### src/rtl/morse_symbol_shifter.sv
// Letter shift register for the Morse transmitter. It takes one variable-length
// dot/dash pattern per load and presents it one symbol at a time to the tone/timing FSM.
module morse_symbol_shifter #(
    parameter int MAX_LEN   = 5,
    parameter int LEN_W     = 3,
    parameter int MSB_FIRST = 0
) (
    input  logic               CLOCK_50,
    input  logic               reset,
    input  logic               load,
    input  logic [MAX_LEN-1:0] pattern,
    input  logic [LEN_W-1:0]   length,
    input  logic               enable,
    output logic               ready,
    output logic               dash_or_dot,
    output logic               symbol_valid,
    output logic [LEN_W-1:0]   remaining,
    output logic               done
);

    typedef enum logic {IDLE, SHIFT} state_t;

    localparam logic [LEN_W-1:0] MAX_LEN_W = LEN_W'(MAX_LEN);

    state_t             state;
    logic [MAX_LEN-1:0] shreg;
    logic [LEN_W-1:0]   len_eff;
    logic               out_bit;

    always_comb begin
        len_eff = (length > MAX_LEN_W) ? MAX_LEN_W : length;
    end

    assign out_bit      = (MSB_FIRST != 0) ? shreg[MAX_LEN-1] : shreg[0];
    assign ready        = (state == IDLE);
    assign symbol_valid = (state == SHIFT);
    // Bits that are not part of the pattern can remain in shreg after the last symbol. Gating the output with the state hides them.
    assign dash_or_dot  = (state == SHIFT) & out_bit;

    always_ff @(posedge CLOCK_50 or posedge reset) begin
        if (reset) begin
            state     <= IDLE;
            shreg     <= '0;
            remaining <= '0;
            done      <= 1'b0;
        end else begin
            done <= 1'b0;
            case (state)
                IDLE: begin
                    if (load) begin
                        if (len_eff != '0) begin
                            shreg     <= pattern;
                            remaining <= len_eff;
                            state     <= SHIFT;
                        end else begin
                            done <= 1'b1;
                        end
                    end
                end
                SHIFT: begin
                    if (enable) begin
                        shreg     <= (MSB_FIRST != 0) ? (shreg << 1) : (shreg >> 1);
                        remaining <= remaining - LEN_W'(1);
                        if (remaining == LEN_W'(1)) begin
                            state <= IDLE;
                            done  <= 1'b1;
                        end
                    end
                end
                default: state <= IDLE;
            endcase
        end
    end

endmodule
### config.mk
export PLATFORM = sky130hd
export DESIGN_NAME = morse_symbol_shifter
export DESIGN_NICKNAME = d
export VERILOG_FILES = /design/src/rtl/morse_symbol_shifter.sv
export SDC_FILE = /design/constraint.sdc
export NUM_CORES = 1
export LEC_CHECK = 0
export ABC_AREA = 1
export CORE_MARGIN = 2
export CORE_UTILIZATION = 47
export DETAILED_ROUTE_END_ITERATION = 12
export PLACE_DENSITY_LB_ADDON = 0.05
export SLEW_MARGIN = 20
export SYNTH_ARGS = -nofsm -noshare
export SYNTH_HDL_FRONTEND = slang
export SYNTH_SLANG_ARGS = --single-unit
### constraint.sdc
create_clock -name CLOCK_50 -period 2.2 [get_ports CLOCK_50]
set_clock_uncertainty 0.1 [all_clocks]
set_input_delay 0.44 -clock CLOCK_50 [delete_from_list [all_inputs] [get_ports CLOCK_50]]
set_output_delay 0.44 -clock CLOCK_50 [all_outputs]
set_load 0.03 [all_outputs]
==> metrics.md, run 1 <==
| Metric | Value |
|---|---|
| Crit path buf inv count | 2 |
| Worst Hold Class | in -> async |
| HPWL after DPL | approximately 950 µm |
| Antenna violations before repair | 0 |
| Final #Nets | 118 |
| Largest family of logic cells by synthesized area | simple AND/OR/NAND/NOR gates |
| Synth cell types | 16 |
| Req. time, crit path | 1660 ps |
| Final Max Tran Viols | 0 |
| Via/cell ratio | 4.87 |
| Initial core utilization | 52.7% |
| TritonCTS clock tree | yes |
| Layout cells sized above 1 | 12.6% |
| Grt ovf | 0 |
| Post-Synth Adder-Cell Area | between 4 and 5% |
| Startpoint class of the critical path | flip-flop |
| Via count | 570 |
| I/O Buffers | 18 |
| WS Path Type | reg -> out |
| Leading area contributor after synthesis | dfrtp_1 |
| Post_cts resized | 1 |
| Endpoints failing hold | 0 |
| Total of max-cap violations | 0 |
| Clock Latency Late Sink | 260 ps |
| Clock sink count | 10 |
| Period utilization | between 90% and 100% |
| Post-route setup TNS | 0 ps |
| Count leader, synth | nand2_1 |
| Final setup viols | 0 |
| Synth Instances | 82 |
| Post-synthesis simple-gate area fraction | between 40% and 50% |
| Diodes inserted | 0 |
| RSZ-0062 raised after global routing | false |
| Post-Synth XOR/XNOR Area | 0% |
| First-pass GRT wire length | 2180 µm |
| Final hold slack | 351 ps |
| Synth Area in Compound Gates | 2.26% |
| Die ar. | 1600 µm² |
| Final Critical Period | 2050 ps |
| EDFF count, synth | 0 |
| Area Overhead vs Synth | 36.6% |
| Yosys reg bits | 10 |
| Most used DFF post-synth | dfrtp_1 |
| Status | complete, no violations |
| Core Box Area | 1160 µm² |
| Root Buffer | clkbuf_4 |
| Drt drc | 0 |
| Synth warn | 0 |
| Pwr dens | 1330 nW/µm² |
| Slew margin rel. | 73.5% |
| Crit path max fanout | 12 |
| Post-synthesis sequential area ratio | 41.1% |
| Syn Std Cell Area | 609 µm² |
| Largest cells by area after synthesis | dfrtp_1, nand2_1, nand3_1 |
| Clk slew on worst S/H paths | around 70 ps |
| Boundary Pins | 19 |
| Routed WL | 1280 µm |
| H-tree depth | 1 |
| Yosys top cell area share | 41.1% |
| Rows | 12 |
| CTS Buffer Depth | 2 |
| Post-Syn Area per Cell | 7.43 µm² |
| DRT Pass-1 Iters | 4 |
| Gp weighted congestion | 0.702 |
| CP max stage delay | ~660 ps |
| Crit path DAT | between 1500 and 2000 ps |
| Synth cell count leaders | nand2_1, nand3_1, dfrtp_1, inv_1 |
| Max frequency | 488 MHz |
| Leak | ~0.46 nW |
| Syn Nets | 96 |
| Max VDD drop | 0.000728 V |
| Hold buffers post-CTS | 0 |
| DIE WIDTH | 40.0 µm |
| All-Layer GR Usage | 21.0% |
| Number of global-route vias before repair | 492 |
| Antenna-violating nets left | 0 |
| CP Cell Sequence | inv_4 -> clkdlybuf4s50_1 |
| Largest net degree at the start of global routing | 13 |
| # Post-CTS Setup Buffers | 0 |
| Worst Setup End Kind | output pin |
| Die span in y | about 40 µm |
| Slowest-stage cell, CP | clkdlybuf4s50_1 |
| WL/cell | 10.9 µm |
| Worst-Margin Slew | 397 ps |
| Ys async rst share | 100% |
| CTS Buf Count | 3 |
| Initial DRC Count | 12 |
| Delay-heaviest family, CP | buffers and inverters |
| Mux cell area share after synthesis | 0% |
==> state kept, by name (all words and copies together), names as in the netlist <==
signal,cells
shreg,5
remaining,3
done,1
symbol_valid,1
==> power by group <==
part           internal [mW]  switching [mW]  leakage [nW]
sequential             0.262          0.0809         0.125
combinational          0.246           0.351         0.309
clock                  0.100          0.0676        0.0210
==> cell families (layout without fill, tap and decap cells) <==
kind of cell | count (synthesis) | after routing
flip-flops | 10 | 10
adder cells (fa/ha/maj) | 2 | 2
buffers and inverters | 11 | 32
AO/OA/AOI/OAI | 2 | 2
AND/OR/NAND/NOR | 57 | 57
==> cell usage in the layout (no fill, tap or decap), drive strengths merged <==
| cell type | netlist | final |
|---|---|---|
| dlymetal6s2s | 0 | 1 |
| clkdlybuf4s50 | 0 | 17 |
| nand2 | 40 | 40 |
| o21ai | 2 | 2 |
| nand3 | 13 | 13 |
| clkbuf | 0 | 4 |
| nor2 | 2 | 2 |
| buf | 2 | 1 |
| dfrtp | 10 | 10 |
| nand3b | 1 | 1 |
| nand4 | 1 | 1 |
| inv | 9 | 9 |
| ha | 2 | 2 |
==> path summary, 6_finish.rpt <==
path	start	to	slack, ps	cells past startpoint
setup / recovery	symbol_valid	ready	150	2
hold / removal	reset	shreg[3]	350	2
setup reg to reg	symbol_valid	shreg[3]	900	5
hold reg to reg	shreg[3]	shreg[3]	410	2
max in group asynchronous	reset	symbol_valid	1340	2
min in group CLOCK_50	shreg[3]	shreg[3]	410	2
==> metrics by stage <==
stage / power, mW / cell area [µm²] / setup slack [ps] / utilization (%) / cells
3_5_place_dp: 0.948 / 792 / 231 / 68.5 / 113
2_1_floorplan: 0.771 / 609 / 711 / - / 82
5_1_grt: 1.21 / 832 / 99.0 / 72.0 / 117
4_1_cts: 1.12 / 830 / 68.9 / 71.8 / 117
6_report: 1.11 / 832 / 149 / 72.0 / 117
3_3_place_gp: 0.938 / 792 / 265 / 68.5 / 113
==> metal layers <==
metal	up-vias	global-route usage, %	part of all wire, %
li1	299	-	-
met1	257	27.8	48
met2	12	33.1	46
met3	2	5.00	4.8
met4	0	7.76	1.0
met5	-	0	0
==> cell type report <==
type / instances / area, µm²
fillers: 87 / 324
multi-input cells: 61 / 300
flip-flops and latches: 10 / 251
repair buffers: 19 / 190
clock buffers: 4 / 36.3
inverters: 9 / 36.3
well taps: 14 / 17.5
No activity file was read; power rests on OpenSTA's default activity.
==> run 2, diff against run 1 <==
CORE_UTILIZATION = 40   (was 47)
clock period = 1.8 ns   (was 2.2 ns; I/O delays follow)
==> run 2 against run 1 <==
Net effect:
- hold slack lost 83 ps
- die area is 16% higher
- core utilization decreased by 16 points
- largest power group unchanged
- wire length up 1.6%
- global-route usage decreased by 5.0 points
- combinational power rose by 27%
- non-clock buffer count stayed put
- critical path depth down 1
- sequential power is 11% higher
- setup slack worse by 89 ps
- largest cell class unchanged
- highest routed layer is now met3
==> metrics.md, run 2 (same netlist as run 1, synthesis figures left out) <==
| Metric | Value |
|---|---|
| Status | complete, no violations (unchanged) |
| Clock share of power | 14.9% (was 15.2%) |
| Clock sink count | 10 (unchanged) |
| Clk slew on worst S/H paths | 70 ps (about the same) |
| Area of the multi-input gates | 300 µm² (unchanged) |
| Startpoint class of the critical path | flip-flop (unchanged) |
| Area Overhead vs Synth | 35.5% (was 36.6%) |
| Placed Area | 790 µm² (was 792 µm²) |
| DRT Pass-1 Iters | 4 (unchanged) |
| Crit path DAT | 1280 ps (was 1510 ps) |
| Most common cell after layout, fill and taps aside | nand2_1 (unchanged) |
| WL/cell | 10.9 µm (about the same) |
| RSZ-0062 raised after global routing | false (unchanged) |
| Req. time, crit path | 1340 ps (was 1660 ps) |
| # Post-CTS Setup Buffers | 0 (unchanged) |
| I/O Buffers | 18 (unchanged) |
| TritonCTS clock tree | yes (unchanged) |
| Slowest-stage cell, CP | clkdlybuf4s50_1 (unchanged) |
| Switching Fraction | 46.0% (was 45.1%) |
| # placed instances | 115 (was 113) |
| Die span in y | 43.0 µm (was 40.0 µm) |
| Crit path max fanout | 2 (was 12) |
| Period utilization | slightly below 100% |
| Die ar. | 1850 µm² (was 1600 µm²) |
| All-Layer GR Usage | 16.0% (was 21.0%) |
| Max VDD drop | 0.000767 V (was 0.000728 V) |
| Worst Hold Class | in -> async (unchanged) |
| Via count | 557 (was 570) |
| CTS Buf Count | 3 (unchanged) |
| Pwr dens | 1620 nW/µm² (was 1330 nW/µm²) |
| Final setup viols | 0 (unchanged) |
| CP max stage delay | 670 ps (was 660 ps) |
| Most frequent cells in the layout | nand2_1, clkdlybuf4s50_1, nand3_1 (unchanged) |
| Diodes inserted | 0 (unchanged) |
| Reg-to-reg slack, setup | 470 ps (was 900 ps) |
| CP Cell Sequence | clkdlybuf4s50_1 (was inv_4 -> clkdlybuf4s50_1) |
| Final Critical Period | between 1500 and 2000 ps |
| Slew margin rel. | 73.6% (was 73.5%) |
| Gp weighted congestion | 0.760 (was 0.702) |
| Leak | 0.460 nW (was 0.455 nW) |
| Total of max-cap violations | 0 (unchanged) |
| Final Cell Area | 826 µm² (was 832 µm²) |
| Crit Reg-Reg Startpoint | symbol_valid (unchanged) |
| DIE WIDTH | 43.0 µm (was 40.0 µm) |
| Finished Core Util | 56.1% (was 72.0%) |
| Routed WL | 1300 µm (was 1280 µm) |
| Biggest regs | shreg (5), remaining (3) (unchanged) |
| HPWL after DPL | 978 µm (was 953 µm) |
| Antenna violations before repair | 0 (unchanged) |
| Grt ovf | 0 (unchanged) |
| Non-Filler Instances | 119 (was 117) |
| Reg2reg end | shreg[2] (was shreg[3]) |
| Root Buffer | clkbuf_4 (unchanged) |
| Worst-Margin Slew | 396 ps (was 397 ps) |
| Core Box Area | 1470 µm² (was 1160 µm²) |
| Initial DRC Count | 14 (was 12) |
| WS Path Type | reg -> out (unchanged) |
| Largest net degree at the start of global routing | 13 (unchanged) |
| Rows | 14 (was 12) |
| Via/cell ratio | 4.68 (was 4.87) |
| Worst Setup End Kind | output pin (unchanged) |
| Max reg flops | 5 (unchanged) |
| Boundary Pins | 19 (unchanged) |
| Crit path buf inv count | 1 (was 2) |
| First-pass GRT wire length | 2200 µm (was 2180 µm) |
| Total internal power | 0.723 mW (was 0.609 mW) |
| CTS Buffer Depth | 2 (unchanged) |
| Max frequency | 575 MHz |
| H-tree depth | 1 (unchanged) |
| Final #Nets | 118 (unchanged) |
| Post-route setup TNS | 0 ps (unchanged) |
| Total net switching power | 0.615 mW (was 0.499 mW) |
| Worst reg2reg path depth | 6 (was 5) |
| Antenna-violating nets left | 0 (unchanged) |
| Final Power | 1.34 mW (was 1.11 mW) |
| Clock Latency Late Sink | 270 ps (was 260 ps) |
| Number of global-route vias before repair | 500 (was 492) |
| Seq pwr share | 28.4% (was 31.0%) |
| Delay-heaviest family, CP | buffers and inverters (unchanged) |
| Final hold slack | 268 ps (was 351 ps) |
| Initial core utilization | 41.4% (was 52.7%) |
| Drt drc | 0 (unchanged) |
| Endpoints failing hold | 0 (unchanged) |
| Biggest register | shreg (unchanged) |
| Worst Slack Setup Final | 60.4 ps (was 149 ps) |
| Fillers | 157 (was 87) |
| Pre-CTS WS | 154 ps (was 231 ps) |
| Layout cells sized above 1 | 13.6% (was 12.6%) |
| Final Max Tran Viols | 0 (unchanged) |
| FF+latch area | 250 µm² (was 251 µm²) |
| Part of the power in combinational logic | 56.7% (was 53.9%) |
[run 2: timing repair]
item,4_1_cts,5_1_grt
hold buffers,0,0
setup endpoints to repair,2,1
gates resized for setup,2,1
gates cloned,0,0
[run 2: how the worst max path moves through the flow]
stage	from	end	cells after the start
floorplan	symbol_valid	dash_or_dot	3
global placement	load	shreg[2]	7
detailed placement	length[1]	shreg[2]	7
CTS	remaining[1]	remaining[1]	1
global route	symbol_valid	symbol_valid	1
finish	symbol_valid	symbol_valid	1
[run 2: area by class of cell]
type / instances / share of cell area (%)
Timing Repair Buffer: 19 / 22.1
Tap cell: 16 / 2.42
Clock buffer: 4 / 4.39
Multi-Input combinational cell: 61 / 36.4
Sequential cell: 10 / 30.3
Inverter: 9 / 4.39
[run 2: layer usage]
| layer | GRT usage (%) | part of all wire [%] |
|---|---|---|
| met2 | 22.4 | 41 |
| met1 | 23.0 | 52 |
| met4 | 1.82 | 0 |
| met5 | 0 | 0 |
| met3 | 8.09 | 7.3 |
[run 2: power groups by stage]
stage	Combinational [mW]	Sequential (mW)	Clock, mW
3_3_place_gp	0.778	0.387	0
2_1_floorplan	0.469	0.473	0
6_report	0.758	0.380	0.199
3_5_place_dp	0.775	0.387	0
4_1_cts	0.765	0.382	0.209
5_1_grt	0.847	0.391	0.219
